File: config.mk
export PLATFORM = sky130hd
export DESIGN_NAME = fetch_unit
export DESIGN_NICKNAME = d
export VERILOG_FILES = /design/src/rtl/fetch_unit.sv
export SDC_FILE = /design/constraint.sdc
export NUM_CORES = 1
export LEC_CHECK = 0
export ABC_AREA = 1
export BUFFER_PORTS_ARGS = -buffer_cell sky130_fd_sc_hd__buf_2
export CAP_MARGIN = 0
export CORE_MARGIN = 2
export CORE_UTILIZATION = 41
export CTS_CLUSTER_DIAMETER = 60
export DETAILED_ROUTE_END_ITERATION = 7
export GPL_ROUTABILITY_DRIVEN = 1
export GPL_TIMING_DRIVEN = 0
export PLACE_DENSITY_LB_ADDON = 0.08
export SLEW_MARGIN = 10
export SYNTH_ARGS = -nofsm -noshare
export SYNTH_HDL_FRONTEND = slang
export SYNTH_SLANG_ARGS = --single-unit
File: constraint.sdc
create_clock -name clk -period 2.4 [get_ports clk]
set_clock_uncertainty 0.05 [all_clocks]
set_input_delay 0.12 -clock clk [delete_from_list [all_inputs] [get_ports clk]]
set_output_delay 0.12 -clock clk [all_outputs]
set_load 0.005 [all_outputs]
File: src/rtl/fetch_unit.sv
// ---------------------------------------------------------------------------
// fetch_unit
//
// Instruction fetch stage sitting directly upstream of the MMU instruction
// port. It holds the fetch PC and issues at most one outstanding read on the
// imem interface. Returned words are buffered with their byte PCs in a small
// FIFO that feeds decode over a valid/ready handshake. A redirect from execute
// flushes the buffer and discards any read already in flight.
//
// Parameters
//   RESET_PC   : byte address of the first fetch after reset
//   FIFO_DEPTH : instruction buffer entries (power of two, >= 2)
//   WORD_ADDR  : 1 -> imem_addr = pc >> 2, 0 -> imem_addr = pc
//
// Ports
//   clk, rst_n      : clock (rising edge), asynchronous active-low reset
//   redirect_valid  : execute requests a fetch redirect this cycle
//   redirect_pc     : redirect target byte address (bits [1:0] ignored)
//   imem_addr       : fetch address to MMU
//   imem_wdata      : constant zero, the instruction port is read-only
//   imem_read       : fetch request
//   imem_drdy       : MMU read data valid this cycle
//   imem_rdata      : returned instruction word
//   inst_valid      : FIFO head valid
//   inst_ready      : decode accepts the head entry
//   inst_data       : head instruction word
//   inst_pc         : head instruction byte PC
// ---------------------------------------------------------------------------
module fetch_unit #(
    parameter logic [31:0] RESET_PC   = 32'h0000_0000,
    parameter int          FIFO_DEPTH = 2,
    parameter bit          WORD_ADDR  = 1'b1
) (
    input  logic        clk,
    input  logic        rst_n,
    input  logic        redirect_valid,
    input  logic [31:0] redirect_pc,
    output logic [31:0] imem_addr,
    output logic [31:0] imem_wdata,
    output logic        imem_read,
    input  logic        imem_drdy,
    input  logic [31:0] imem_rdata,
    output logic        inst_valid,
    input  logic        inst_ready,
    output logic [31:0] inst_data,
    output logic [31:0] inst_pc
);

    localparam int PTR_W = (FIFO_DEPTH > 1) ? $clog2(FIFO_DEPTH) : 1;
    localparam int CNT_W = PTR_W + 1;
    localparam logic [CNT_W-1:0] DEPTH_C = CNT_W'(FIFO_DEPTH);

    typedef enum logic [1:0] {
        ST_FETCH = 2'd0,
        ST_WAIT  = 2'd1,
        ST_DROP  = 2'd2
    } state_t;

    state_t            state_r;
    logic [31:0]       fetch_pc_r;
    logic [31:0]       drop_pc_r;      // address of the request being discarded
    logic [CNT_W-1:0]  count_r;
    logic [PTR_W-1:0]  rd_ptr_r;
    logic [PTR_W-1:0]  wr_ptr_r;
    logic [31:0]       data_mem_r [FIFO_DEPTH];
    logic [31:0]       pc_mem_r   [FIFO_DEPTH];

    logic              req_s;
    logic              push_s;
    logic              pop_s;
    logic [31:0]       req_pc_s;
    logic [31:0]       redirect_tgt_s;

    // Map a byte PC onto the MMU address format.
    function automatic logic [31:0] to_imem_addr(input logic [31:0] pc);
        if (WORD_ADDR) begin
            return {2'b00, pc[31:2]};
        end else begin
            return pc;
        end
    endfunction

    // Masking keeps the target word aligned while referencing every input bit.
    assign redirect_tgt_s = redirect_pc & 32'hFFFF_FFFC;

    // Request generation: FETCH issues only with free space and no redirect;
    // WAIT and DROP hold the outstanding request until the MMU answers.
    always_comb begin
        req_s    = 1'b0;
        req_pc_s = fetch_pc_r;
        case (state_r)
            ST_FETCH: begin
                req_s    = (count_r < DEPTH_C) && !redirect_valid;
                req_pc_s = fetch_pc_r;
            end
            ST_WAIT: begin
                req_s    = 1'b1;
                req_pc_s = fetch_pc_r;
            end
            ST_DROP: begin
                req_s    = 1'b1;
                req_pc_s = drop_pc_r;
            end
            default: begin
                req_s    = 1'b0;
                req_pc_s = fetch_pc_r;
            end
        endcase
    end

    // A returned word is kept only when it belongs to the current stream.
    assign push_s = req_s && imem_drdy && !redirect_valid && (state_r != ST_DROP);
    assign pop_s  = (count_r != '0) && inst_ready && !redirect_valid;

    // Reset gates the request combinationally so it drops without a clock.
    assign imem_read  = rst_n & req_s;
    assign imem_addr  = to_imem_addr(req_pc_s);
    assign imem_wdata = 32'h0000_0000;
    assign inst_valid = (count_r != '0);
    assign inst_data  = data_mem_r[rd_ptr_r];
    assign inst_pc    = pc_mem_r[rd_ptr_r];

    // Fetch state machine and fetch PC.
    always_ff @(posedge clk or negedge rst_n) begin
        if (!rst_n) begin
            state_r    <= ST_FETCH;
            fetch_pc_r <= RESET_PC;
            drop_pc_r  <= RESET_PC;
        end else if (redirect_valid) begin
            fetch_pc_r <= redirect_tgt_s;
            // An un-acked request must still be drained, at its old address.
            if (req_s && !imem_drdy) begin
                state_r   <= ST_DROP;
                drop_pc_r <= req_pc_s;
            end else begin
                state_r   <= ST_FETCH;
            end
        end else begin
            case (state_r)
                ST_FETCH: begin
                    if (req_s && imem_drdy) begin
                        fetch_pc_r <= fetch_pc_r + 32'd4;
                    end else if (req_s) begin
                        state_r <= ST_WAIT;
                    end else begin
                        state_r <= ST_FETCH;
                    end
                end
                ST_WAIT: begin
                    if (imem_drdy) begin
                        fetch_pc_r <= fetch_pc_r + 32'd4;
                        state_r    <= ST_FETCH;
                    end else begin
                        state_r    <= ST_WAIT;
                    end
                end
                ST_DROP: begin
                    if (imem_drdy) begin
                        state_r <= ST_FETCH;
                    end else begin
                        state_r <= ST_DROP;
                    end
                end
                default: begin
                    state_r <= ST_FETCH;
                end
            endcase
        end
    end

    // Instruction buffer: circular storage, pointers wrap naturally.
    always_ff @(posedge clk or negedge rst_n) begin
        if (!rst_n) begin
            rd_ptr_r <= '0;
            wr_ptr_r <= '0;
            count_r  <= '0;
            for (int i = 0; i < FIFO_DEPTH; i++) begin
                data_mem_r[i] <= 32'h0000_0000;
                pc_mem_r[i]   <= 32'h0000_0000;
            end
        end else if (redirect_valid) begin
            rd_ptr_r <= '0;
            wr_ptr_r <= '0;
            count_r  <= '0;
        end else begin
            if (push_s) begin
                data_mem_r[wr_ptr_r] <= imem_rdata;
                pc_mem_r[wr_ptr_r]   <= fetch_pc_r;
                wr_ptr_r             <= wr_ptr_r + PTR_W'(1);
            end
            if (pop_s) begin
                rd_ptr_r <= rd_ptr_r + PTR_W'(1);
            end
            case ({push_s, pop_s})
                2'b10:   count_r <= count_r + CNT_W'(1);
                2'b01:   count_r <= count_r - CNT_W'(1);
                default: count_r <= count_r;
            endcase
        end
    end

endmodule
# Word-level counts from Yosys, hierarchy flattened
# Index checks and enable logic that the tools add are counted.
[word_totals]
reg_bits = 198
input_bits = 69
output_inout_bits = 130
elab_cells = 83
[classes]
add_sub_neg = 5
n_lt_le_gt_ge = 4
n_eq_ne = 8
mux = 29
bitwise = 5
n_reduce_logical = 21
[ops]
columns = ["cell", "count"]
rows = [
  ["32-bit two-way mux", 11],
  ["64-bit bitwise mux", 2],
  ["32-bit case mux with 2 select lines", 1],
  ["32-bit by 3-bit adder with 32-bit output (second input constant)", 1],
  ["32-bit demux with 1-bit select", 1],
  ["2-bit two-way mux", 5],
  ["3-bit inequality test (second input constant)", 3],
  ["1-bit logical AND", 8],
  ["1-bit two-way mux", 6],
  ["2-bit case mux with 3 select lines", 1],
  ["3-bit AND reduction", 2],
  ["2-bit nonzero test", 3],
  ["3-bit nonzero test", 2],
  ["2-bit by 1-bit == test with 1-bit output (second input constant)", 2],
  ["2-bit == test (second input constant)", 2],
  ["2-bit greater-or-equal comparator (second input constant)", 2],
  ["1-bit NOT with 2-bit output", 2],
  ["2-bit case mux with 2 select lines", 1],
  ["2-bit AND reduction", 2],
  ["1-bit adder (second input constant)", 2],
  ["2-bit by 1-bit adder with 2-bit output (second input constant)", 1],
  ["1-bit zero test", 2],
  ["2-bit zero test", 1],
  ["2-bit by 1-bit < comparator with 1-bit output (second input constant)", 1],
  ["7 further kinds", 8],
]

# Logic depth before layout (Yosys ltp)
# Gate-level depths: netlist of the first run.
[depth]
word_depth = 9
mapped_depth = 11
mapped_depth_nobuf = 10

# Least setup slack after synthesis of the first run
# Ideal clock, no wire load.
[synth_timing]
kind = "register to register"
startpoint = "reg state_r[0]"
endpoint = "reg pc_mem_r[56] (netlist name)"
setup_ps = 130
t_arrival_ps = 1573
required_time_ps = 2220
slack_ps = 646
stages_incl_launch_ff = 12
n_path_buf = 3
period_less_slack_ps = 1754
cell_sequence = "dfrtp_1 > inv_1 > ha_1 > clkbuf_1 > inv_1 > nand4_4 > nor2_4 > nand2_2 > buf_6 > buf_6 > nand2_1 > o21ai_1"
[synth_between]
elab_chain_cells = 7
elab_cells_between_ends = 10
classes_between = "eq/ne: 3; mux: 1; reduce/logical: 6"
[synth_lines]
columns = ["element", "line", "rtl"]
rows = [
  ["start, declared", "59", "state_t state_r;"],
  ["start signal, assigned", "126", "state_r <= ST_FETCH;"],
  ["start signal, assigned", "133", "state_r <= ST_DROP;"],
  ["start signal, assigned", "136", "state_r <= ST_FETCH;"],
  ["2-bit == test or 2-bit by 1-bit == test with 1-bit output (tied branches)", "91", "case (state_r)"],
  ["2-bit OR reduction (no line)", "n/a", ""],
  ["1-bit case mux with 2 select lines", "91", ""],
  ["1-bit logical AND (2 in series)", "112", "assign push_s = req_s && imem_drdy && !redirect_valid && (state_r != ST_DROP);"],
  ["1-bit logical AND (*)", "112", ""],
  ["2-bit AND reduction (no line) (*)", "n/a", ""],
  ["end signal, assigned by index", "188", "pc_mem_r[wr_ptr_r] <= fetch_pc_r;"],
  ["end, declared", "66", "logic [31:0] pc_mem_r [FIFO_DEPTH];"],
]
# Every way passes the cells marked *; elsewhere a longest branch is shown, timed or not.
# A chain may end at the register's enable or synchronous reset.

# Final worst setup path of the first run
[layout_timing]
startpoint = "reg state_r[0]"
endpoint = "out imem_addr[19]"
[layout_between]
elab_chain_cells = 2
[layout_lines]
columns = ["element", "line", "rtl"]
rows = [
  ["2-bit == test", "91", ""],
  ["32-bit two-way mux", "91", ""],
  ["end, declared", "38", "output logic [31:0] imem_addr,"],
]
# No other way between the ends.

==> flow_metrics.tcl, run 1 <==
set metrics [dict create \
    status "finished clean" \
    syn_avg_cell_area_sq_um 7.44 \
    max_freq_ghz 0.451 \
    drt-total-wl_um 27900 \
    multi_input_area_sq_mm 0.00402 \
    clock_sinks 190 \
    pwr-share-comb_pct 40.8 \
    dieArea_sq_mm 0.0248 \
    grt_max_degree 95 \
    p_total_mw 13.9 \
    final_area_sq_mm 0.0123 \
    final_core_util_pct 52.7 \
    synth-main-ff-cell "dfrtp_1" \
    antenna_found_initial 0 \
    die_y_um 158 \
    n_fill_cell 2356 \
    drc 0 \
    p_int_mw 8.10 \
    grt_pass1_vias 8493 \
    final_antenna_net_count 0 \
    crit_fanout 10 \
    cts_tree "built" \
    synth.distinct_cells 28 \
    netSwitchingPower_mw 5.77 \
    drv_slew 0 \
    use_met3_pct 3.59 \
    max_cap_viol_count 0 \
    grt_pass1_wl_um 44700 \
    regArea_sq_mm 0.00475 \
    grtUsageTotal_pct 23.4 \
    area_growth_pct 27.0 \
    final_nets 1651 \
    synthTopCellsByArea "dfrtp_1, nand2_1, o21ai_1" \
    top_usage_layer "met2" \
    gr-total-overflow 0 \
    syn_inst 1300 \
    endpoint_kind "output port" \
    seq_power_share_pct 39.3 \
    ys_seq_area_share_pct 49.1 \
    dp_slack_ns 0.00529 \
    peakVddDrop_mv 0.502 \
    yosys.area.top_type_share_pct 49.1 \
    required_ns 2.23 \
    synth_edf_count 0 \
    place.port_buffers 159 \
    initial_core_util_pct 41.5 \
    worstMarginPinSlew_ns 0.590 \
    numCtsBuffers 17 \
    clkPwrFrac_pct 19.9 \
    diodes 0 \
    wire_per_inst_um 14.6 \
    async_flop_share_pct 100 \
    core_sq_mm 0.0233 \
    fp-row-count 56 \
    swShare_pct 41.6 \
    period_needed_ns 2.22 \
    finalSetupViolCount 0 \
    firstDrtPassIters 5 \
    first_iter_violations 588 \
    fin_crit_sh_pct 92.5 \
    pwr_density_cell_mw_per_mm2 1130 \
    hold_path.class "input port to asynchronous set/reset pin" \
    placed_area_sq_mm 0.0111 \
    clk_latency_ns 0.44 \
    synth_common_cells "nand2_1, dfrtp_1, inv_1" \
    pin_count 199 \
    synth_most_common_cell "nand2_1" \
    clockBufferDepth 2 \
    grt_util_met1_pct 32.4 \
    rsz0062_at_grt "false" \
    ys_ff_latch 190 \
    start_kind "register" \
    leakage_nw 6.44 \
    gr-usage-met2_pct 38.2 \
    clk_pin_slew_worst_paths_ns 0.08 \
    gp_congestion 0.896 \
    slew_headroom_pct 60.7 \
    synth_largest_area_cell "dfrtp_1" \
    avgViaCountPerCell 4.70 \
    yosysWarnings 0 \
    htree_levels 4 \
    drive_above_1_share_pct 17.7 \
    die_w_um 158 \
    arrival_ns 2.05 \
    cts-root-buf "clkbuf_16" \
    crit_type "register to output port" \
    final-hold-violation-count 0 \
    finalWorstSetupSlack_ns 0.180 \
    dp_hpwl_um 20200 \
    syn-cell-area_sq_mm 0.00967 \
    via_count 8965 \
]
worst paths after layout:
path                                start        endpoint  slack (ns)  cells past startpoint
max                            state_r[0]   imem_addr[19]        0.18                      6
min                                 rst_n  data_mem_r[56]        0.05                      2
max reg2reg                    state_r[0]   drop_pc_r[10]        0.23                      8
min reg2reg                data_mem_r[32]  data_mem_r[32]        0.43                      2
max in group asynchronous           rst_n    pc_mem_r[20]        1.19                      4
min in group clk               inst_ready        rd_ptr_r        0.09                      3
placed cells by master (no fill, tap or decap), types with 3 or more instances in the layout:
master,synthesis,routed
nand2_1,568,568
dfrtp_1,190,190
buf_2,8,166
inv_1,112,112
o21ai_1,111,111
o21ai_0,78,78
dlygate4sd3_1,0,63
nor2_1,53,52
nand3_1,51,51
buf_4,37,37
conb_1,1,36
clkbuf_1,34,21
clkbuf_16,0,17
xor2_1,14,14
clkbuf_2,2,14
buf_6,13,13
ha_1,5,4
clkinv_4,0,4
inv_6,0,4
o21ai_2,3,3
buf_1,3,3
nand2_2,3,3
inv_8,0,3
stage by stage:
step / hold WS (ns) / instances / setup TNS [ns]
floorplan: -0.226 / 1335 / 0
global placement: 0.291 / 1813 / -408.93
detailed placement: -0.0852 / 1815 / 0
CTS: 0.0380 / 1909 / 0
global route: 0.0611 / 1909 / 0
finish: 0.0466 / 1909 / 0
what timing repair did:
item	CTS	global route
resized for setup	4	18
hold endpoints to repair	208	0
buffers inserted	0	0
hold buffers	63	0
endpoints found under the setup margin	36	91
final cells by class:
cell class                      count  area share (%)
Inverter                          114            3.48
Sequential cell                   190            38.7
Multi-Input combinational cell    934            32.7
Buffer                             96            5.08
Clock buffer                       17            3.46
Tap cell                          319            3.25
Timing Repair Buffer              224            12.1
Clock inverter                     15            1.23
power groups by stage:
stage	sequential, mW	combinational [mW]	clock [mW]
global route	5.63	6.58	2.96
detailed placement	5.48	5.59	0
global placement	5.44	5.52	0
CTS	5.43	5.70	2.83
finish	5.45	5.66	2.76
floorplan	5.26	3.51	0
cell families (layout without fill, tap and decap cells):
logic type / Yosys count / count (layout) / share of synthesized area (%)
and+or+nand+nor: 683 / 683 / 27.8
DFF: 190 / 190 / 49.1
xor gates and xnor gates: 14 / 14 / 1.27
buffers and inverters: 211 / 466 / 10.8
other: 1 / 36 / 0.0388
AOI/OAI and AO/OA: 196 / 196 / 10.3
adders and majority gates: 5 / 5 / 0.647
critical path, cell delays in order, from the launching register on:
cell and delay, ns:
dfrtp_1 0.40, inv_1 0.11, ha_2 0.31, clkbuf_2 0.33, nand2_1 0.08, o21ai_0 0.19
buf_2 0.19
per-layer routing:
layer | part of all wire, % | routed length (um)
met3 | 4.6 | 1280
met5 | 0 | 0
met4 | 1.9 | 538
met1 | 46 | 12900
met2 | 47 | 13200
registers in the layout (all words and copies together) (netlist names):
signal      count
wr_ptr_r        1
pc_mem_r       60
drop_pc_r      30
fetch_pc_r     30
state_r         2
count_r         2
data_mem_r     64
rd_ptr_r        1
Note: power is estimated with default switching activity, not from simulation.
==> run 2, diff against run 1 <==
Settings changed: CELL_PAD_IN_SITES_DETAIL_PLACEMENT set to 1, CELL_PAD_IN_SITES_GLOBAL_PLACEMENT set to 1, CORE_UTILIZATION 41 to 40, PLACE_DENSITY_LB_ADDON 0.08 to 0.2.
==> run 2 against run 1 <==
Net effect: critical path depth did not move; first-iteration DRC count shrank 15%; hold slack got worse by 0.016 ns; highest routed layer unchanged.
==> flow_metrics.tcl, run 2 (synthesis gave the netlist of run 1 again) <==
set metrics [dict create \
    numCtsBuffers 17 \
    htree_levels 4 \
    hold_path.class "input port to register" \
    slew_headroom_pct 58.0 \
    worst-path-stages 6 \
    initial_core_util_pct 41.0 \
    drv_slew 0 \
    fin_crit_sh_pct 95.5 \
    clk_pin_slew_worst_paths_ns 0.09 \
    rr_worst_depth 8 \
    dpl.cell_count 1814 \
    crit_buf_inv 3 \
    wire_per_inst_um 16.1 \
    final_nets 1649 \
    leakage_nw 6.45 \
    final_antenna_net_count 0 \
    dp_hpwl_um 22400 \
    largest_reg_flops 64 \
    rsz0062_at_grt "false" \
    final_cells 1907 \
    pin_count 199 \
    diodes 0 \
    cts-root-buf "clkbuf_16" \
    cts_tree "built" \
    dieArea_sq_mm 0.0254 \
    clockBufferDepth 2 \
    grt_pass1_vias 9723 \
    final_area_sq_mm 0.0123 \
    grt_max_degree 108 \
    clk_latency_ns 0.45 \
    drive_above_1_share_pct 17.5 \
    placed_area_sq_mm 0.0110 \
    drc 0 \
    drt-total-wl_um 30800 \
    layout_commonest_cell "nand2_1" \
    grt_pass1_wl_um 50800 \
    final_core_util_pct 52.1 \
    mostFrequentLayoutCells "nand2_1, dfrtp_1, buf_2" \
    max_stage_delay_ns 0.41 \
    grtUsageTotal_pct 25.1 \
    worstMarginPinSlew_ns 0.631 \
    start_kind "register" \
    avgViaCountPerCell 4.84 \
    required_ns 2.23 \
    via_count 9228 \
    status "finished clean" \
    peakVddDrop_mv 0.444 \
    die_y_um 160 \
    finalSetupViolCount 0 \
    clock_sinks 190 \
    die_w_um 160 \
    fp-row-count 56 \
    crit_chain "inv_1 > ha_2 > clkbuf_2 > nand2_1 > o21ai_0 > buf_2" \
    firstDrtPassIters 5 \
    reg.largest.list "data_mem_r: 64 flops, pc_mem_r: 60 flops" \
    cts_setup_buffers 0 \
    period_needed_ns 2.29 \
    final-hold-violation-count 0 \
    first_iter_violations 500 \
    fin_tns_setup_ns 0 \
    p_total_mw 14.2 \
    arrival_ns 2.12 \
    min_path_cells 3 \
    crit_fanout 10 \
    top_register "data_mem_r" \
    gr-total-overflow 0 \
    place.port_buffers 159 \
    pwr_density_cell_mw_per_mm2 1160 \
    max_freq_ghz 0.436 \
    core_sq_mm 0.0236 \
    cp_slowest_cell "dfrtp_1" \
    antenna_found_initial 0 \
    max_cap_viol_count 0 \
    endpoint_kind "output port" \
    gp_congestion 0.850 \
    path_delay_family "buffers and inverters" \
    area_growth_pct 27.1 \
    crit_type "register to output port" \
]
[run 2: cell types whose count changed in the layout (fill, tap and decap cells not counted), sizes merged]
cell	change
clkinvlp	-2
buf	-1
clkinv	+1
dlygate4sd3	-1
inv	+1
[run 2: path summary, 6_finish.rpt]
kind | from | endpoint | slack (ns)
max in group asynchronous | rst_n | fetch_pc_r[25] | 1.26
min in group asynchronous | rst_n | data_mem_r[56] | 0.14
min reg2reg | data_mem_r[6] | data_mem_r[6] | 0.44
min | inst_ready | rd_ptr_r | 0.03
max | state_r[0] | imem_addr[9] | 0.11
max reg2reg | state_r[0] | pc_mem_r[59] | 0.21
[run 2: area by class of cell]
class,instances,area (sq um)
tap,319,399
clock buffer,17,425
multi-input combinational,934,4010
clock inverter,15,189
inverter,114,428
timing repair buffer,222,1460
buffer,96,626
sequential,190,4750
fill,3022,11300
[run 2: worst register-to-register path, stage by stage, from the launching register on]
cell and delay, ns:
dfrtp_1 0.41, inv_1 0.11, ha_2 0.31, inv_1 0.11, nand4_4 0.16, nor2_4 0.07, nand2_2 0.17, clkbuf_1 0.52
o21ai_1 0.14
[run 2: through the flow]
step                      setup slack [ns]  hold WS (ns)
final                                0.108        0.0310
after global routing                0.0217        0.0410
after CTS                          0.00855        0.0132
after detailed placement           -0.0148         0.113
after global placement               -2.13         0.290
after floorplan                      0.646        -0.226
[run 2: layer usage]
metal | share of wire [%] | GRT usage, % | up-vias
li1 | - | - | 4526
met1 | 46 | 32.9 | 4465
met2 | 49 | 43.5 | 199
met3 | 3.3 | 3.02 | 38
met4 | 2.1 | 7.36 | 0
met5 | 0 | 0 | -
[run 2: repair_timing]
action / 4_1_cts / 5_1_grt
resized for setup: 7 / 13
cloned: 0 / 0
hold buffers: 62 / 0
hold endpoints to repair: 177 / 0
endpoints found under the setup margin: 40 / 20
[run 2: power by group]
| part | switching, mW | internal (mW) |
|---|---|---|
| clock network | 1.48 | 1.43 |
| logic | 3.68 | 2.15 |
| registers | 0.921 | 4.56 |
==> run 3, diff against run 2 <==
Settings changed: BUFFER_PORTS_ARGS -buffer_cell sky130_fd_sc_hd__buf_2 to unset, CORE_UTILIZATION 40 to 46, DONT_BUFFER_PORTS set to 1, SETUP_SLACK_MARGIN set to 0.3.
==> run 3 against run 2 <==
Net effect: the run now ends with hold timing left; largest power group is now sequential cells; combinational power fell by 5.5%; highest routed layer unchanged; flip-flop and latch count did not move; final area fell by 2.6%.
==> flow_metrics.tcl, run 3 (synthesis gave the netlist of run 1 again) <==
set metrics [dict create \
    top_register "data_mem_r" \
    clk_latency_ns 0.44 \
    grtUsageTotal_pct 27.8 \
    clockBufferDepth 2 \
    whs_ns -0.675 \
    arrival_ns 2.34 \
    cts_hold_buf 64 \
    layout_commonest_cell "nand2_1" \
    final_antenna_net_count 0 \
    hold_path.class "input port to asynchronous set/reset pin" \
    initial_core_util_pct 46.5 \
    area_growth_pct 23.8 \
    max_freq_ghz 0.483 \
    reg.largest.list "data_mem_r: 64 flops, pc_mem_r: 60 flops" \
    dpl.cell_count 1610 \
    drive_above_1_share_pct 14.8 \
    diodes 0 \
    clock_sinks 190 \
    wire_per_inst_um 18.4 \
    antenna_found_initial 0 \
    crit_chain "inv_2 > ha_4 > inv_2 > nand2_4 > nand4_4 > nor2_4 > nand2_4 > buf_12 > buf_8 > nand2_1 > o21ai_2" \
    violations "hold timing" \
    cts_tree "built" \
    finalSetupViolCount 0 \
    netSwitchingPower_mw 6.02 \
    final_nets 1503 \
    cts-root-buf "clkbuf_16" \
    fp-row-count 53 \
    die_y_um 149 \
    crit_buf_inv 4 \
    n_fill_cell 2602 \
    final-hold-violation-count 190 \
    drc 0 \
    start_kind "register" \
    first_iter_violations 297 \
    peakVddDrop_mv 0.580 \
    swShare_pct 42.3 \
    path_delay_family "simple AND/OR/NAND/NOR gates" \
    drt-total-wl_um 31600 \
    r2r_setup_slack_ns 0.33 \
    largest_reg_flops 64 \
    pwr_density_cell_mw_per_mm2 1190 \
    grt_pass1_wl_um 48000 \
    rsz0062_at_grt "true" \
    p_int_mw 8.21 \
    max_stage_delay_ns 0.44 \
    dp_hpwl_um 21000 \
    place.port_buffers 0 \
    mostFrequentLayoutCells "nand2_1, dfrtp_1, o21ai_1" \
    required_ns 2.67 \
    status "finished, violations left" \
    leakage_nw 6.01 \
    core_sq_mm 0.0208 \
    crit_type "register to register" \
    seq_power_share_pct 39.4 \
    firstDrtPassIters 4 \
    period_needed_ns 2.07 \
    via_count 8907 \
    fin_crit_sh_pct 86.3 \
    grt_max_degree 192 \
    fin_tns_setup_ns 0 \
    htree_levels 4 \
    worstMarginPinSlew_ns 0.544 \
    dieArea_sq_mm 0.0222 \
    clk_pin_slew_worst_paths_ns 0.07 \
    cp_slowest_cell "dfrtp_1" \
    numCtsBuffers 17 \
    avgViaCountPerCell 5.19 \
    grt_pass1_vias 9020 \
    crit_fanout 8 \
    drv_slew 0 \
    slew_headroom_pct 63.8 \
    clkPwrFrac_pct 21.9 \
    endpoint_kind "register" \
    pin_count 199 \
    pwr-share-comb_pct 38.7 \
    die_w_um 149 \
    final_cells 1717 \
    gp_congestion 0.847 \
    gr-total-overflow 0 \
    max_cap_viol_count 0 \
]
run 3: changes by cell type in the layout (fill, tap and decap cells not counted), moves of 7 or more:
cell	before	now
clkbuf_16	17	24
nand2_2	3	41
buf_2	166	10
nand2_4	0	7
nand2_1	568	523
clkbuf_1	22	9
o21ai_0	78	62
o21ai_2	3	20
clkbuf_2	12	24
buf_6	13	5
run 3: path summary, 6_finish.rpt:
check                      cells past startpoint            from             end
hold / removal                                 0           rst_n  data_mem_r[57]
setup reg to reg                              11      state_r[1]    pc_mem_r[18]
hold reg to reg                                2   data_mem_r[6]   data_mem_r[6]
setup / recovery                              11      state_r[1]    pc_mem_r[18]
max in group asynchronous                      0           rst_n   drop_pc_r[29]
min in group clk                               5  redirect_valid      state_r[0]
run 3: layout make-up:
cell class,count,area (sq um),share of cell area (%)
multi-input cells,934,4250,35.5
repair buffers,75,846,7.06
plain buffers,97,707,5.90
clock inverters,14,204,1.70
flip-flops and latches,190,4750,39.7
well taps,275,344,2.87
inverters,114,428,3.57
clock buffers,18,439,3.67
run 3: power by group through the flow:
stage,Combinational [mW],Sequential [mW],Clock [mW]
CTS,5.15,5.50,3.15
floorplan,3.51,5.26,0
global placement,4.71,5.45,0
global route,6.19,5.78,3.28
finish,5.51,5.60,3.12
detailed placement,4.90,5.54,0
run 3: metrics by stage:
stage,util [%],worst slack [ns],total power [mW],instance area [sq um]
4_1_cts,55.3,0.260,13.8,11500
2_1_floorplan,-,0.646,8.77,9810
3_5_place_dp,48.7,0.0185,10.4,10100
5_1_grt,57.5,0.231,15.2,12000
3_3_place_gp,48.7,0.130,10.2,10100
6_report,57.5,0.329,14.2,12000
run 3: timing repair:
item / in CTS / in global routing
endpoints found under the setup margin: 236 / 205
pin swaps: 1 / 5
hold endpoints to repair: 286 / 190
gates cloned: 0 / 7
buffers inserted: 3 / 1
gates resized for setup: 47 / 96
run 3: routing by layer:
layer | vias up | share of wire (%) | global-route usage [%]
met5 | - | 0 | 0
met4 | 0 | 1.9 | 8.00
met3 | 38 | 5.0 | 5.78
met2 | 214 | 52 | 48.4
met1 | 4413 | 42 | 35.0
li1 | 4242 | - | -
